==> config.mk <==
export PLATFORM = sky130hd
export DESIGN_NAME = mult_arbiter_flat
export DESIGN_NICKNAME = d
export VERILOG_FILES = /design/src/rtl/mult_arbiter_if.sv /design/src/rtl/mult_arbiter.sv /design/src/flat_wrapper.sv
export SDC_FILE = /design/constraint.sdc
export NUM_CORES = 1
export LEC_CHECK = 0
export CAP_MARGIN = 25
export CORE_ASPECT_RATIO = 1.2
export CORE_MARGIN = 2
export CORE_UTILIZATION = 24
export CTS_BUF_LIST = sky130_fd_sc_hd__clkbuf_8 sky130_fd_sc_hd__clkbuf_16
export DETAILED_ROUTE_END_ITERATION = 7
export PLACE_DENSITY = 0.43
export SLEW_MARGIN = 20
export SYNTH_ARGS = -nofsm -noshare
export SYNTH_HDL_FRONTEND = slang
export SYNTH_SLANG_ARGS = --single-unit
==> constraint.sdc <==
create_clock -name clk -period 1.9 [get_ports clk]
set_input_delay 0.38 -clock clk [delete_from_list [all_inputs] [get_ports clk]]
set_output_delay 0.38 -clock clk [all_outputs]
set_load 0.02 [all_outputs]
==> src/rtl/mult_arbiter_if.sv <==
// rtl/mult_arbiter_if.sv - requester/arbiter bundle for the shared shift-add multiplier
//
// Signals:
//   req0/req1         requester asks for one multiply, held until its done pulse
//   mcd0/mlt0         requester 0 multiplicand / multiplier
//   mcd1/mlt1         requester 1 multiplicand / multiplier
//   gnt0/gnt1         requester owns the multiplier (RUN and DONE)
//   busy              multiplier is running or finishing
//   prod              product of the last completed operation
//   done0/done1       one-cycle pulse, prod valid for that requester
// Modports:
//   master            requester side (drives req/operands)
//   slave             arbiter side (drives grants, status and product)
interface mult_arbiter_if #(
  parameter int WIDTH = 8
);
  logic               req0;
  logic [WIDTH-1:0]   mcd0;
  logic [WIDTH-1:0]   mlt0;
  logic               req1;
  logic [WIDTH-1:0]   mcd1;
  logic [WIDTH-1:0]   mlt1;
  logic               gnt0;
  logic               gnt1;
  logic               busy;
  logic [2*WIDTH-1:0] prod;
  logic               done0;
  logic               done1;

  modport master (
    output req0, mcd0, mlt0, req1, mcd1, mlt1,
    input  gnt0, gnt1, busy, prod, done0, done1
  );

  modport slave (
    input  req0, mcd0, mlt0, req1, mcd1, mlt1,
    output gnt0, gnt1, busy, prod, done0, done1
  );
endinterface

==> src/rtl/mult_arbiter.sv <==
// rtl/mult_arbiter.sv - two-requester round-robin arbiter around one shift-add multiplier
//
// Ports:
//   clk     single clock, all state changes on the rising edge
//   rst_n   asynchronous active-low reset
//   bus     mult_arbiter_if.slave: req/operands in, gnt/busy/prod/done out
// Operation:
//   IDLE picks a winner (round-robin on contention) and samples its operands,
//   RUN performs WIDTH shift-add steps, DONE presents the product for one cycle
//   and hands round-robin priority to the other requester.
module mult_arbiter #(
  parameter int WIDTH = 8
) (
  input  logic           clk,
  input  logic           rst_n,
  mult_arbiter_if.slave  bus
);

  localparam int CW = (WIDTH > 1) ? $clog2(WIDTH) : 1;
  localparam logic [CW-1:0] LAST = CW'(WIDTH - 1);

  typedef enum logic [1:0] {
    IDLE = 2'd0,
    RUN  = 2'd1,
    DONE = 2'd2
  } state_t;

  state_t state;
  state_t state_n;

  logic [2*WIDTH:0]   acc;
  logic [WIDTH-1:0]   mreg;
  logic [CW-1:0]      cnt;
  logic               owner;
  logic               rr;
  logic [2*WIDTH-1:0] prod;

  logic               any_req;
  logic               win;
  logic [WIDTH:0]     sum;
  logic [2*WIDTH:0]   acc_step;

  logic               gnt0;
  logic               gnt1;
  logic               busy;
  logic               done0;
  logic               done1;

  assign any_req = bus.req0 | bus.req1;
  // On contention the round-robin pointer decides; otherwise the lone requester wins.
  assign win = (bus.req0 & bus.req1) ? rr : bus.req1;

  // One shift-add step: conditionally add the multiplicand into the upper half,
  // then shift the whole accumulator right. acc[2*WIDTH] is always zero here,
  // so the 9-bit sum keeps the carry that the shift moves down into bit 2*WIDTH-1.
  always_comb begin
    sum = acc[2*WIDTH:WIDTH];
    if (acc[0]) begin
      sum = acc[2*WIDTH:WIDTH] + {1'b0, mreg};
    end
    acc_step = {1'b0, sum, acc[WIDTH-1:1]};
  end

  // State register
  always_ff @(posedge clk or negedge rst_n) begin
    if (!rst_n) begin
      state <= IDLE;
    end else begin
      state <= state_n;
    end
  end

  // Next-state logic
  always_comb begin
    state_n = state;
    case (state)
      IDLE: if (any_req) state_n = RUN;
      RUN:  if (cnt == LAST) state_n = DONE;
      DONE: state_n = IDLE;
      default: state_n = IDLE;
    endcase
  end

  // Outputs are decoded from the state so reset clears them immediately.
  always_comb begin
    busy  = (state == RUN) || (state == DONE);
    gnt0  = busy & ~owner;
    gnt1  = busy & owner;
    done0 = (state == DONE) & ~owner;
    done1 = (state == DONE) & owner;
  end

  // Datapath, owner and round-robin pointer
  always_ff @(posedge clk or negedge rst_n) begin
    if (!rst_n) begin
      acc   <= '0;
      mreg  <= '0;
      cnt   <= '0;
      owner <= 1'b0;
      rr    <= 1'b0;
      prod  <= '0;
    end else begin
      case (state)
        IDLE: begin
          if (any_req) begin
            owner <= win;
            mreg  <= win ? bus.mcd1 : bus.mcd0;
            acc   <= {{(WIDTH+1){1'b0}}, (win ? bus.mlt1 : bus.mlt0)};
            cnt   <= '0;
          end
        end
        RUN: begin
          acc <= acc_step;
          cnt <= cnt + 1'b1;
          // The last step's result goes straight to prod as DONE is entered.
          if (cnt == LAST) begin
            prod <= acc_step[2*WIDTH-1:0];
          end
        end
        DONE: begin
          rr <= ~owner;
        end
        default: ;
      endcase
    end
  end

  assign bus.gnt0  = gnt0;
  assign bus.gnt1  = gnt1;
  assign bus.busy  = busy;
  assign bus.done0 = done0;
  assign bus.done1 = done1;
  assign bus.prod  = prod;

endmodule
==> src/flat_wrapper.sv <==
// flat-port wrapper written by rule: the top's interface ports become plain ports
module mult_arbiter_flat 
#(
  parameter int WIDTH = 8
)
  (clk, rst_n, bus_req0, bus_mcd0, bus_mlt0, bus_req1, bus_mcd1, bus_mlt1, bus_gnt0, bus_gnt1, bus_busy, bus_prod, bus_done0, bus_done1);
  mult_arbiter_if #(.WIDTH(WIDTH)) bus_i ();
  input  logic clk;
  input  logic rst_n;
  input wire logic [$bits(bus_i.req0)-1:0] bus_req0;
  input wire logic [$bits(bus_i.mcd0)-1:0] bus_mcd0;
  input wire logic [$bits(bus_i.mlt0)-1:0] bus_mlt0;
  input wire logic [$bits(bus_i.req1)-1:0] bus_req1;
  input wire logic [$bits(bus_i.mcd1)-1:0] bus_mcd1;
  input wire logic [$bits(bus_i.mlt1)-1:0] bus_mlt1;
  output wire logic [$bits(bus_i.gnt0)-1:0] bus_gnt0;
  output wire logic [$bits(bus_i.gnt1)-1:0] bus_gnt1;
  output wire logic [$bits(bus_i.busy)-1:0] bus_busy;
  output wire logic [$bits(bus_i.prod)-1:0] bus_prod;
  output wire logic [$bits(bus_i.done0)-1:0] bus_done0;
  output wire logic [$bits(bus_i.done1)-1:0] bus_done1;
  assign bus_i.req0 = bus_req0;
  assign bus_i.mcd0 = bus_mcd0;
  assign bus_i.mlt0 = bus_mlt0;
  assign bus_i.req1 = bus_req1;
  assign bus_i.mcd1 = bus_mcd1;
  assign bus_i.mlt1 = bus_mlt1;
  assign bus_gnt0 = bus_i.gnt0;
  assign bus_gnt1 = bus_i.gnt1;
  assign bus_busy = bus_i.busy;
  assign bus_prod = bus_i.prod;
  assign bus_done0 = bus_i.done0;
  assign bus_done1 = bus_i.done1;
  mult_arbiter #(.WIDTH(WIDTH)) u_core (.clk(clk), .rst_n(rst_n), .bus(bus_i));
endmodule
==> results of run 1 <==
## per-stage QoR
stage	hold WS [ns]	area, µm²
6_report	0.0653	3580
5_1_grt	0.0910	3580
4_1_cts	0.0859	3530
3_5_place_dp	0.393	3330
3_3_place_gp	0.392	3330
2_1_floorplan	0.0844	2470
## worst register-to-register path, stage by stage (launching register included)
cell and delay, ns:
dfrtp_1 0.40, ha_2 0.19, fa_2 0.35, a21o_1 0.19
a311oi_2 0.25, o21ba_1 0.17, o31ai_2 0.07, mux2_2 0.26
## synth_stat cells
master,count
o21ba_1,1
buf_2,4
o21ai_1,5
nand3_1,2
nor2_1,8
a311oi_1,1
ha_1,13
nor2b_1,4
a22o_1,3
dfrtp_1,47
a21o_1,2
clkbuf_1,4
fa_1,1
buf_6,1
a21oi_1,10
nor3b_1,1
a31oi_1,2
or3_1,3
mux2_2,15
a311oi_2,1
mux2i_1,19
and2_1,2
o31ai_2,1
o21a_1,1
inv_1,6
o21ai_4,1
nand2_1,40
inv_2,1
a211oi_1,1
xnor2_1,2
xor2_1,1
o21ai_0,36
mux2_1,1
## repair_timing
action	in CTS	in global routing
buffers inserted	1	2
resized for setup	11	13
setup endpoints to repair	15	13
pin swaps	6	6
## logic make-up (layout without fill, tap and decap cells)
family	after synthesis	in the layout	share of synthesized area, %
AO/OA/AOI/OAI	65	65	15.7
AND/OR/NAND/NOR	60	60	10.3
flip-flops	47	47	47.6
multiplexers	35	35	15.0
buffers and inverters	16	93	2.94
adder cells (fa/ha/maj)	14	14	7.40
XOR/XNOR	3	3	1.06
## worst paths after layout
check	to	depth (start not counted)
hold reg to reg	u_core.bus.prod[10]	2
setup reg to reg	u_core.bus.prod[13]	7
setup / recovery	u_core.bus.prod[13]	7
hold / removal	u_core.mreg[7]	2
max in group asynchronous	u_core.rr	2
min in group clk	u_core.bus.prod[10]	2
## state kept, by name, indices dropped and copies added, names as in the netlist
register,cells
u_core.state,2
u_core.cnt,3
u_core.mreg,8
u_core.owner,1
u_core.bus.prod,16
u_core.rr,1
u_core.acc,16
## cell type report
type | count | area, µm² | area share, %
clock buffers | 7 | 153 | 4.26
multi-input cells | 177 | 1300 | 36.2
flip-flops and latches | 47 | 1180 | 32.9
clock inverters | 1 | 7.51 | 0.210
well taps | 126 | 158 | 4.40
inverters | 7 | 26.3 | 0.734
repair buffers | 78 | 763 | 21.3
## layer usage
layer | global-route usage, % | up-vias
met5 | 0 | -
met4 | 3.66 | 0
met3 | 2.69 | 5
met2 | 22.4 | 35
met1 | 13.9 | 949
li1 | - | 995
## power by group through the flow
stage                     clock network, mW  registers (mW)  logic (mW)
after floorplan                           0            1.75        1.53
after global placement                    0            1.74        2.59
after detailed placement                  0            1.74        2.61
after CTS                             0.978            1.74        2.66
after global routing                   1.02            1.80        3.02
final                                 0.948            1.74        2.70
## cells in the final DEF (no fill, tap or decap), types with 5 or more instances in the layout
cell	netlist	routed
ha_1	13	9
nand2_1	40	40
buf_4	0	18
clkdlybuf4s50_1	0	50
dfrtp_1	47	47
a21oi_1	10	7
o21ai_0	36	32
mux2i_1	19	19
inv_1	6	6
nor2_1	8	8
mux2_2	15	15
clkbuf_16	0	5
o21ai_1	5	9
==> impl_metrics.sql, run 1 <==
INSERT INTO impl_metrics (metric_group, metric, value, unit) VALUES
('clocking', 'numCtsBuffers', '5', ''),
('run_status', 'outcome', 'finished, violations left', ''),
('sta', 'timing.max_slew.rel_slack', '64.7', '%'),
('critical_path', 'critical_path.slowest_cell', 'dfrtp_1', ''),
('power_and_ir_drop', 'combPwrFrac', '50.1', '%'),
('layout', 'n_fill_cell', '1027', ''),
('routing', 'drc_errors', '0', ''),
('power_and_ir_drop', 'power.total', '5.38', 'mW'),
('grt', 'grt_pass1_vias', '2099', ''),
('sta', 'setup_ws', '-0.0980', 'ns'),
('grt', 'grt_pass1_wl', '10200', 'µm'),
('power_and_ir_drop', 'power.share.clock', '17.6', '%'),
('critical_path', 'required', '2.07', 'ns'),
('critical_path', 'critical_path.max_stage_delay', '0.40', 'ns'),
('logic_synthesis', 'synthesis_warning_total', '0', ''),
('floorplan', 'dieArea', '11100', 'µm²'),
('critical_path', 'critical_path.reg2reg.startpoint', 'u_core.mreg[0]', ''),
('placement', 'placed_cells', '432', ''),
('logic_synthesis', 'synth_top_area_cell', 'dfrtp_1', ''),
('sta', 'rsz0062_at_grt', 'yes', ''),
('critical_path', 'crit_family', 'compound AO/OA/AOI/OAI gates', ''),
('power_and_ir_drop', 'p_int', '3.31', 'mW'),
('floorplan', 'chipHeight', '115', 'µm'),
('logic_synthesis', 'yosysSeqAreaShare', '47.6', '%'),
('run', 'max_cap_viol_count', '0', ''),
('critical_path', 'critPathCaptureType', 'flip-flop', ''),
('power_and_ir_drop', 'max-vdd-ir-drop', '0.575', 'mV'),
('logic_synthesis', 'ys_types', '33', ''),
('logic_synthesis', 'synth.ff_latch_count', '47', ''),
('routing', 'detailedRoute.firstIterationViolations', '65', ''),
('sta', 'clock-skew-final', '0.00656', 'ns'),
('grt', 'gr-total-overflow', '0', ''),
('logic_synthesis', 'synth.net_count', '290', ''),
('routing', 'drt-met1-wl', '2480', 'µm'),
('routing', 'detail_route.vias_per_cell', '4.48', ''),
('power_and_ir_drop', 'power.density_cell_area', '1500', 'nW/µm²'),
('clocking', 'clock_path_buffers', '2', ''),
('power_and_ir_drop', 'power.share.switching', '38.5', '%'),
('layout', 'diodes', '0', ''),
('critical_path', 'ff2ff_setup_slack', '-0.1', 'ns'),
('clocking', 'worstSkewPairLatency', '0.29', 'ns'),
('clocking', 'cts.hold.buffers_added', '0', ''),
('floorplan', 'chipWidth', '96.6', 'µm'),
('floorplan', 'design.portCount', '57', ''),
('grt', 'grt_max_degree', '48', ''),
('critical_path', 'crit_arrival', '2.17', 'ns'),
('layout', 'final_core_util', '35.8', '%'),
('routing', 'dr_wl_met2', '3390', 'µm'),
('critical_path', 'crit_path_start', 'u_core.mreg[0]', ''),
('sta', 'setup_viol', '3', ''),
('sta', 'final_period_utilization', '105', '%'),
('critical_path', 'setup.worst_path.class', 'reg2reg', ''),
('sta', 'hold_violations', '0', ''),
('run_status', 'failed_checks', 'negative setup slack', ''),
('routing', 'finalWirelength', '6180', 'µm'),
('layout', 'num-nets-final', '366', ''),
('layout', 'share_of_cells_above_drive_strength_1', '19.6', '%'),
('logic_synthesis', 'synth_top_cells_by_area', 'dfrtp_1, mux2i_1, o21ai_0, mux2_2, ha_1', ''),
('placement', 'gpl.final_weighted_congestion', '0.731', ''),
('layout', 'layout.cells.non_filler', '443', ''),
('critical_path', 'worstPathMaxFanout', '2', ''),
('placement', 'pre_cts_slack', '-0.129', 'ns'),
('routing', 'topRoutingLayerUsed', 'met4', ''),
('layout', 'syn_to_final_growth', '45.0', '%'),
('floorplan', 'initial_utilization', '24.7', '%'),
('critical_path', 'timing.critical_path.cells', 'ha_2 -> fa_2 -> a21o_1 -> a311oi_2 -> o21ba_1 -> o31ai_2 -> mux2_2', ''),
('routing', 'ant_nets', '0', ''),
('sta', 'slew_viol_final', '0', ''),
('sta', 'transition_time_at_the_pin_with_the_least_slew_margin', '0.530', 'ns'),
('grt', 'gr-usage-all-layers', '12.2', '%'),
('floorplan', 'placementRows', '40', '');
No activity file was read; power rests on OpenSTA's default activity.
==> run 2: changes to the inputs <==
Settings changed: CORE_MARGIN 2 to 3, PLACE_DENSITY 0.43 to 0.41.
Clock period 1.9 ns to 1.84 ns, I/O delays scaled along.
==> impl_metrics.sql, run 2 (synthesis results as in run 1) <==
INSERT INTO impl_metrics (metric_group, metric, value, unit) VALUES
('sta', 'setup_ws', '-0.150', 'ns'),
('clocking', 'cts.reportedPaths.clkPinSlew', '0.06', 'ns'),
('power_and_ir_drop', 'pleak', '1.65', 'nW'),
('grt', 'number_of_antenna_violations_at_the_first_check_in_global_routing', '0', ''),
('power_and_ir_drop', 'max-vdd-ir-drop', '0.472', 'mV'),
('clocking', 'cts_tree', 'built', ''),
('critical_path', 'cp-start-kind', 'flip-flop', ''),
('critical_path', 'required', '2.01', 'ns'),
('placement', 'gpl.final_weighted_congestion', '0.814', ''),
('floorplan', 'core_region_area', '9760', 'µm²'),
('floorplan', 'dieArea', '11500', 'µm²'),
('grt', 'grt_pass1_wl', '10300', 'µm'),
('run_status', 'failed_checks', 'negative setup slack', ''),
('placement', 'dp_hpwl', '4870', 'µm'),
('layout', 'diodes', '0', ''),
('critical_path', 'critical_path.slowest_cell', 'dfrtp_1', ''),
('sta', 'setup_viol', '10', ''),
('critical_path', 'worstPathMaxFanout', '2', ''),
('sta', 'post-route-min-period', '1.99', 'ns'),
('grt', 'gr-total-overflow', '0', ''),
('run', 'max_cap_viol_count', '0', ''),
('routing', 'ant_nets', '0', ''),
('critical_path', 'r2r.worst_path.cells', '7', ''),
('layout', 'multi_input_comb_area', '1240', 'µm²'),
('sta', 'hold_violations', '0', ''),
('clocking', 'worstSkewPairLatency', '0.28', 'ns'),
('floorplan', 'design.portCount', '57', ''),
('grt', 'grt_max_degree', '22', ''),
('sta', 'timing.max_slew.rel_slack', '65.2', '%'),
('floorplan', 'chipHeight', '117', 'µm'),
('critical_path', 'timing.critical_path.cells', 'ha_2 -> fa_2 -> a21o_1 -> a311oi_2 -> o21ba_1 -> o31ai_2 -> mux2_2', ''),
('layout', 'share_of_cells_above_drive_strength_1', '19.9', '%'),
('routing', 'drt-pass1-iter-count', '4', ''),
('critical_path', 'critical_path.endpoint', 'u_core.bus.prod[13]', ''),
('critical_path', 'critical_path.max_stage_delay', '0.38', 'ns'),
('layout', 'sequential_cell_area', '1180', 'µm²'),
('clocking', 'cts-htree-levels', '2', ''),
('run_status', 'outcome', 'finished, violations left', ''),
('clocking', 'root_buffer', 'clkbuf_16', ''),
('critical_path', 'setup.worst_path.class', 'reg2reg', ''),
('placement', 'port_buffers', '56', ''),
('routing', 'drc_errors', '0', ''),
('layout', 'syn_to_final_growth', '43.0', '%'),
('grt', 'grt_pass1_vias', '2051', ''),
('sta', 'timing.fmax', '503', 'MHz'),
('layout', 'final_core_util', '36.2', '%'),
('sta', 'final_period_utilization', '108', '%'),
('worst_hold_path', 'hold_class', 'in2async', ''),
('clocking', 'clock-sinks', '47', ''),
('routing', 'detailedRoute.firstIterationViolations', '58', ''),
('floorplan', 'initial_utilization', '25.3', '%'),
('critical_path', 'ff2ff_setup_slack', '-0.15', 'ns'),
('clocking', 'clock_path_buffers', '2', ''),
('layout', 'n_fill_cell', '1003', ''),
('critical_path', 'crit_path_start', 'u_core.acc[8]', ''),
('placement', 'placed_cells', '434', ''),
('routing', 'detail_route.wl_per_cell', '13.9', 'µm'),
('floorplan', 'placementRows', '39', ''),
('routing', 'finalWirelength', '6170', 'µm'),
('sta', 'rsz0062_at_grt', 'yes', ''),
('sta', 'clock-skew-final', '0.00387', 'ns'),
('layout', 'mostFrequentLayoutCell', 'clkdlybuf4s50_1', ''),
('floorplan', 'chipWidth', '98.6', 'µm'),
('power_and_ir_drop', 'power.density_cell_area', '1540', 'nW/µm²'),
('critical_path', 'critPathCaptureType', 'flip-flop', ''),
('sta', 'slew_viol_final', '0', ''),
('critical_path', 'critical_path.reg2reg.startpoint', 'u_core.acc[8]', ''),
('placement', 'pre_cts_slack', '-0.217', 'ns'),
('sta', 'transition_time_at_the_pin_with_the_least_slew_margin', '0.521', 'ns'),
('critical_path', 'crit_arrival', '2.16', 'ns'),
('routing', 'detail_route.vias_per_cell', '4.44', ''),
('grt', 'gr-usage-all-layers', '11.3', '%'),
('layout', 'largestRegisters', 'u_core.acc (16), u_core.bus.prod (16), u_core.mreg (8)', ''),
('layout', 'layout.cells.non_filler', '445', ''),
('power_and_ir_drop', 'power.total', '5.43', 'mW'),
('clocking', 'numCtsBuffers', '5', ''),
('layout', 'num-nets-final', '371', ''),
('routing', 'routed-via-count', '1976', ''),
('critical_path', 'r2r-end', 'u_core.bus.prod[13]', ''),
('layout', 'mostFrequentLayoutCells', 'clkdlybuf4s50_1, dfrtp_1, nand2_1, o21ai_0, buf_4', ''),
('sta', 'setup_tns', '-0.656', 'ns');
[run 2: power breakdown]
group          internal [mW]  switching, mW  total [mW]
Combinational           1.35           1.38        2.73
Clock                  0.573          0.365       0.938
Sequential              1.44          0.326        1.77
[run 2: through the flow]
stage	hold WS (ns)	area, µm²
2_1_floorplan	0.0724	2470
3_3_place_gp	0.376	3350
3_5_place_dp	0.378	3350
4_1_cts	0.0655	3530
5_1_grt	0.0896	3530
6_report	0.0553	3530
[run 2: worst min path at each step]
stage | startpoint | to | slack [ns] | cells past startpoint
floorplan | rst_n | u_core.acc[0] | 0.07 | 0
global placement | rst_n | u_core.bus.prod[2] | 0.38 | 1
detailed placement | rst_n | u_core.bus.prod[2] | 0.38 | 1
CTS | rst_n | u_core.bus.prod[2] | 0.07 | 1
global route | rst_n | u_core.acc[3] | 0.09 | 1
finish | rst_n | u_core.bus.prod[2] | 0.06 | 1
[run 2: cell type report]
| type | instances | share of cell area (%) |
|---|---|---|
| Clock buffer | 7 | 4.32 |
| Clock inverter | 1 | 0.106 |
| Multi-Input combinational cell | 177 | 35.2 |
| Tap cell | 123 | 4.36 |
| Sequential cell | 47 | 33.3 |
| Inverter | 7 | 0.744 |
| Timing Repair Buffer | 83 | 21.9 |
[run 2: routing by layer]
metal | track usage [%] | part of all wire, % | vias to the layer above
li1 | - | - | 1003
met1 | 12.8 | 43 | 930
met5 | 0 | 0 | -
met4 | 3.28 | 1.4 | 0
met3 | 2.31 | 3.0 | 8
met2 | 21.4 | 53 | 35
[run 2: critical path: cells and delay by family (launching register included)]
| family | cells | cell delay (ns) |
|---|---|---|
| muxes | 1 | 0.26 |
| DFF | 1 | 0.38 |
| AOI/OAI and AO/OA | 4 | 0.70 |
| adders and majority gates | 2 | 0.53 |
[run 2: repair_timing]
action	4_1_cts	5_1_grt
hold buffers	0	0
gates resized for setup	10	12
buffers inserted	2	1
endpoints found under the setup margin	15	16
hold endpoints to repair	0	0
pin swaps	9	2
==> run 3: changes to the inputs <==
Settings changed: CELL_PAD_IN_SITES_DETAIL_PLACEMENT set to 0, CELL_PAD_IN_SITES_GLOBAL_PLACEMENT set to 1, PLACE_DENSITY 0.41 to 0.54.
==> impl_metrics.sql, run 3 (synthesis results as in run 1) <==
INSERT INTO impl_metrics (metric_group, metric, value, unit) VALUES
('run_status', 'outcome', 'finished, violations left', ''),
('run_status', 'failed_checks', 'negative setup slack', ''),
('sta', 'setup_tns', '-0.640', 'ns'),
('layout', 'n_fill_cell', '991', ''),
('critical_path', 'required', '2.02', 'ns'),
('layout', 'mostFrequentLayoutCells', 'clkdlybuf4s50_1, dfrtp_1, nand2_1, o21ai_0, buf_4', ''),
('layout', 'num-nets-final', '368', ''),
('worst_hold_path', 'hold_class', 'in2async', ''),
('sta', 'transition_time_at_the_pin_with_the_least_slew_margin', '0.460', 'ns'),
('layout', 'final_core_util', '36.7', '%'),
('layout', 'largestRegisters', 'u_core.acc (16), u_core.bus.prod (16), u_core.mreg (8)', ''),
('clocking', 'worstSkewPairLatency', '0.29', 'ns'),
('clocking', 'cts.reportedPaths.clkPinSlew', '0.07', 'ns'),
('critical_path', 'crit_arrival', '2.16', 'ns'),
('clocking', 'cts_tree', 'built', ''),
('critical_path', 'critPathCaptureType', 'flip-flop', ''),
('grt', 'grt_pass1_vias', '2053', ''),
('grt', 'number_of_antenna_violations_at_the_first_check_in_global_routing', '0', ''),
('grt', 'gr-total-overflow', '0', ''),
('critical_path', 'cp_num_buf_inv', '0', ''),
('layout', 'share_of_cells_above_drive_strength_1', '19.7', '%'),
('floorplan', 'chipWidth', '98.6', 'µm'),
('routing', 'ant_nets', '0', ''),
('run', 'max_cap_viol_count', '0', ''),
('critical_path', 'crit_family', 'compound AO/OA/AOI/OAI gates', ''),
('floorplan', 'core_region_area', '9760', 'µm²'),
('critical_path', 'critical_path.slowest_cell', 'dfrtp_1', ''),
('sta', 'final_period_utilization', '108', '%'),
('critical_path', 'cp-start-kind', 'flip-flop', ''),
('sta', 'slew_viol_final', '0', ''),
('routing', 'drt-pass1-iter-count', '4', ''),
('routing', 'routed-via-count', '1978', ''),
('clocking', 'clock-sinks', '47', ''),
('sta', 'timing.fmax', '503', 'MHz'),
('sta', 'rsz0062_at_grt', 'yes', ''),
('routing', 'drc_errors', '0', ''),
('sta', 'post-route-min-period', '1.99', 'ns'),
('critical_path', 'setup.worst_path.class', 'reg2reg', ''),
('sta', 'setup_ws', '-0.147', 'ns'),
('grt', 'grt_max_degree', '31', ''),
('clocking', 'clock_path_buffers', '2', ''),
('power_and_ir_drop', 'pleak', '1.65', 'nW'),
('clocking', 'numCtsBuffers', '5', ''),
('floorplan', 'initial_utilization', '25.3', '%'),
('critical_path', 'critical_path.max_stage_delay', '0.39', 'ns'),
('critical_path', 'timing.critical_path.cells', 'ha_2 -> fa_2 -> a21o_1 -> a311oi_2 -> o21ba_1 -> o31ai_2 -> mux2_4', ''),
('placement', 'gpl.final_weighted_congestion', '0.784', ''),
('power_and_ir_drop', 'max-vdd-ir-drop', '0.576', 'mV'),
('sta', 'hold_violations', '0', ''),
('layout', 'diodes', '0', ''),
('routing', 'finalWirelength', '6210', 'µm'),
('critical_path', 'worstPathMaxFanout', '2', ''),
('grt', 'gr-usage-all-layers', '11.2', '%'),
('floorplan', 'placementRows', '39', ''),
('sta', 'timing.max_slew.rel_slack', '69.3', '%'),
('clocking', 'cts-htree-levels', '2', ''),
('routing', 'detail_route.vias_per_cell', '4.48', ''),
('placement', 'port_buffers', '56', ''),
('power_and_ir_drop', 'power.density_cell_area', '1590', 'nW/µm²'),
('routing', 'detail_route.wl_per_cell', '14.0', 'µm'),
('layout', 'syn_to_final_growth', '45.0', '%'),
('clocking', 'root_buffer', 'clkbuf_16', ''),
('floorplan', 'design.portCount', '57', ''),
('floorplan', 'dieArea', '11500', 'µm²'),
('layout', 'mostFrequentLayoutCell', 'clkdlybuf4s50_1', ''),
('floorplan', 'chipHeight', '117', 'µm'),
('grt', 'grt_pass1_wl', '10200', 'µm'),
('sta', 'clock-skew-final', '0.00763', 'ns'),
('placement', 'dp_hpwl', '4770', 'µm'),
('routing', 'detailedRoute.firstIterationViolations', '56', ''),
('sta', 'setup_viol', '9', '');
run 3: stage by stage:
| stage | hold slack [ns] | setup slack (ns) | power [mW] | cell area, µm² | std cells |
|---|---|---|---|---|---|
| 2_1_floorplan | 0.0724 | -0.102 | 3.38 | 2470 | 240 |
| 3_3_place_gp | 0.347 | -0.131 | 4.51 | 3360 | 433 |
| 3_5_place_dp | 0.355 | -0.166 | 4.55 | 3360 | 433 |
| 4_1_cts | 0.0391 | -0.149 | 5.76 | 3560 | 442 |
| 5_1_grt | 0.0542 | -0.240 | 6.17 | 3580 | 442 |
| 6_report | 0.0229 | -0.147 | 5.70 | 3580 | 442 |
run 3: final cells by class:
class / count / area (µm²) / share of cell area (%)
Inverter: 7 / 26.3 / 0.734
Multi-Input combinational cell: 177 / 1260 / 35.2
Clock inverter: 3 / 67.6 / 1.89
Clock buffer: 5 / 125 / 3.50
Timing Repair Buffer: 80 / 771 / 21.5
Tap cell: 123 / 154 / 4.30
Sequential cell: 47 / 1180 / 32.9
run 3: worst reg2reg max path, delay by kind of cell, from the launching register on:
kind	cells	cell delay [ns]
compound gates	4	0.68
fa+ha+maj	2	0.53
mux	1	0.27
flops	1	0.39
run 3: routing by layer:
metal / track usage [%] / part of all wire, % / vias up / wire (µm)
met2: 21.2 / 53 / 37 / 3310
met3: 2.90 / 3.1 / 4 / 193
met1: 12.7 / 43 / 938 / 2660
li1: - / - / 999 / -
met5: 0 / 0 / - / 0
met4: 2.73 / 0.64 / 0 / 40
run 3: worst paths after layout:
kind / startpoint / to / slack (ns) / cells after the start
max: u_core.acc[8] / u_core.bus.prod[13] / -0.15 / 7
min: rst_n / u_core.mreg[6] / 0.02 / 1
max reg2reg: u_core.acc[8] / u_core.bus.prod[13] / -0.15 / 7
min reg2reg: u_core.bus.prod[12] / u_core.bus.prod[12] / 0.48 / 2
max in group asynchronous: rst_n / u_core.acc[5] / 1.30 / 2
min in group clk: u_core.bus.prod[12] / u_core.bus.prod[12] / 0.48 / 2
run 3: power by group:
group	internal (mW)	switching (mW)
registers	1.44	0.324
clock network	0.778	0.398
logic	1.38	1.38
run 3: repair_timing:
| item | in CTS | in global routing |
|---|---|---|
| setup buffers | 1 | 0 |
| setup endpoints to repair | 15 | 16 |
| pin swaps | 4 | 2 |
| gates cloned | 0 | 0 |
| gates resized for setup | 13 | 12 |
| hold buffers | 0 | 0 |
| hold endpoints to repair | 0 | 0 |
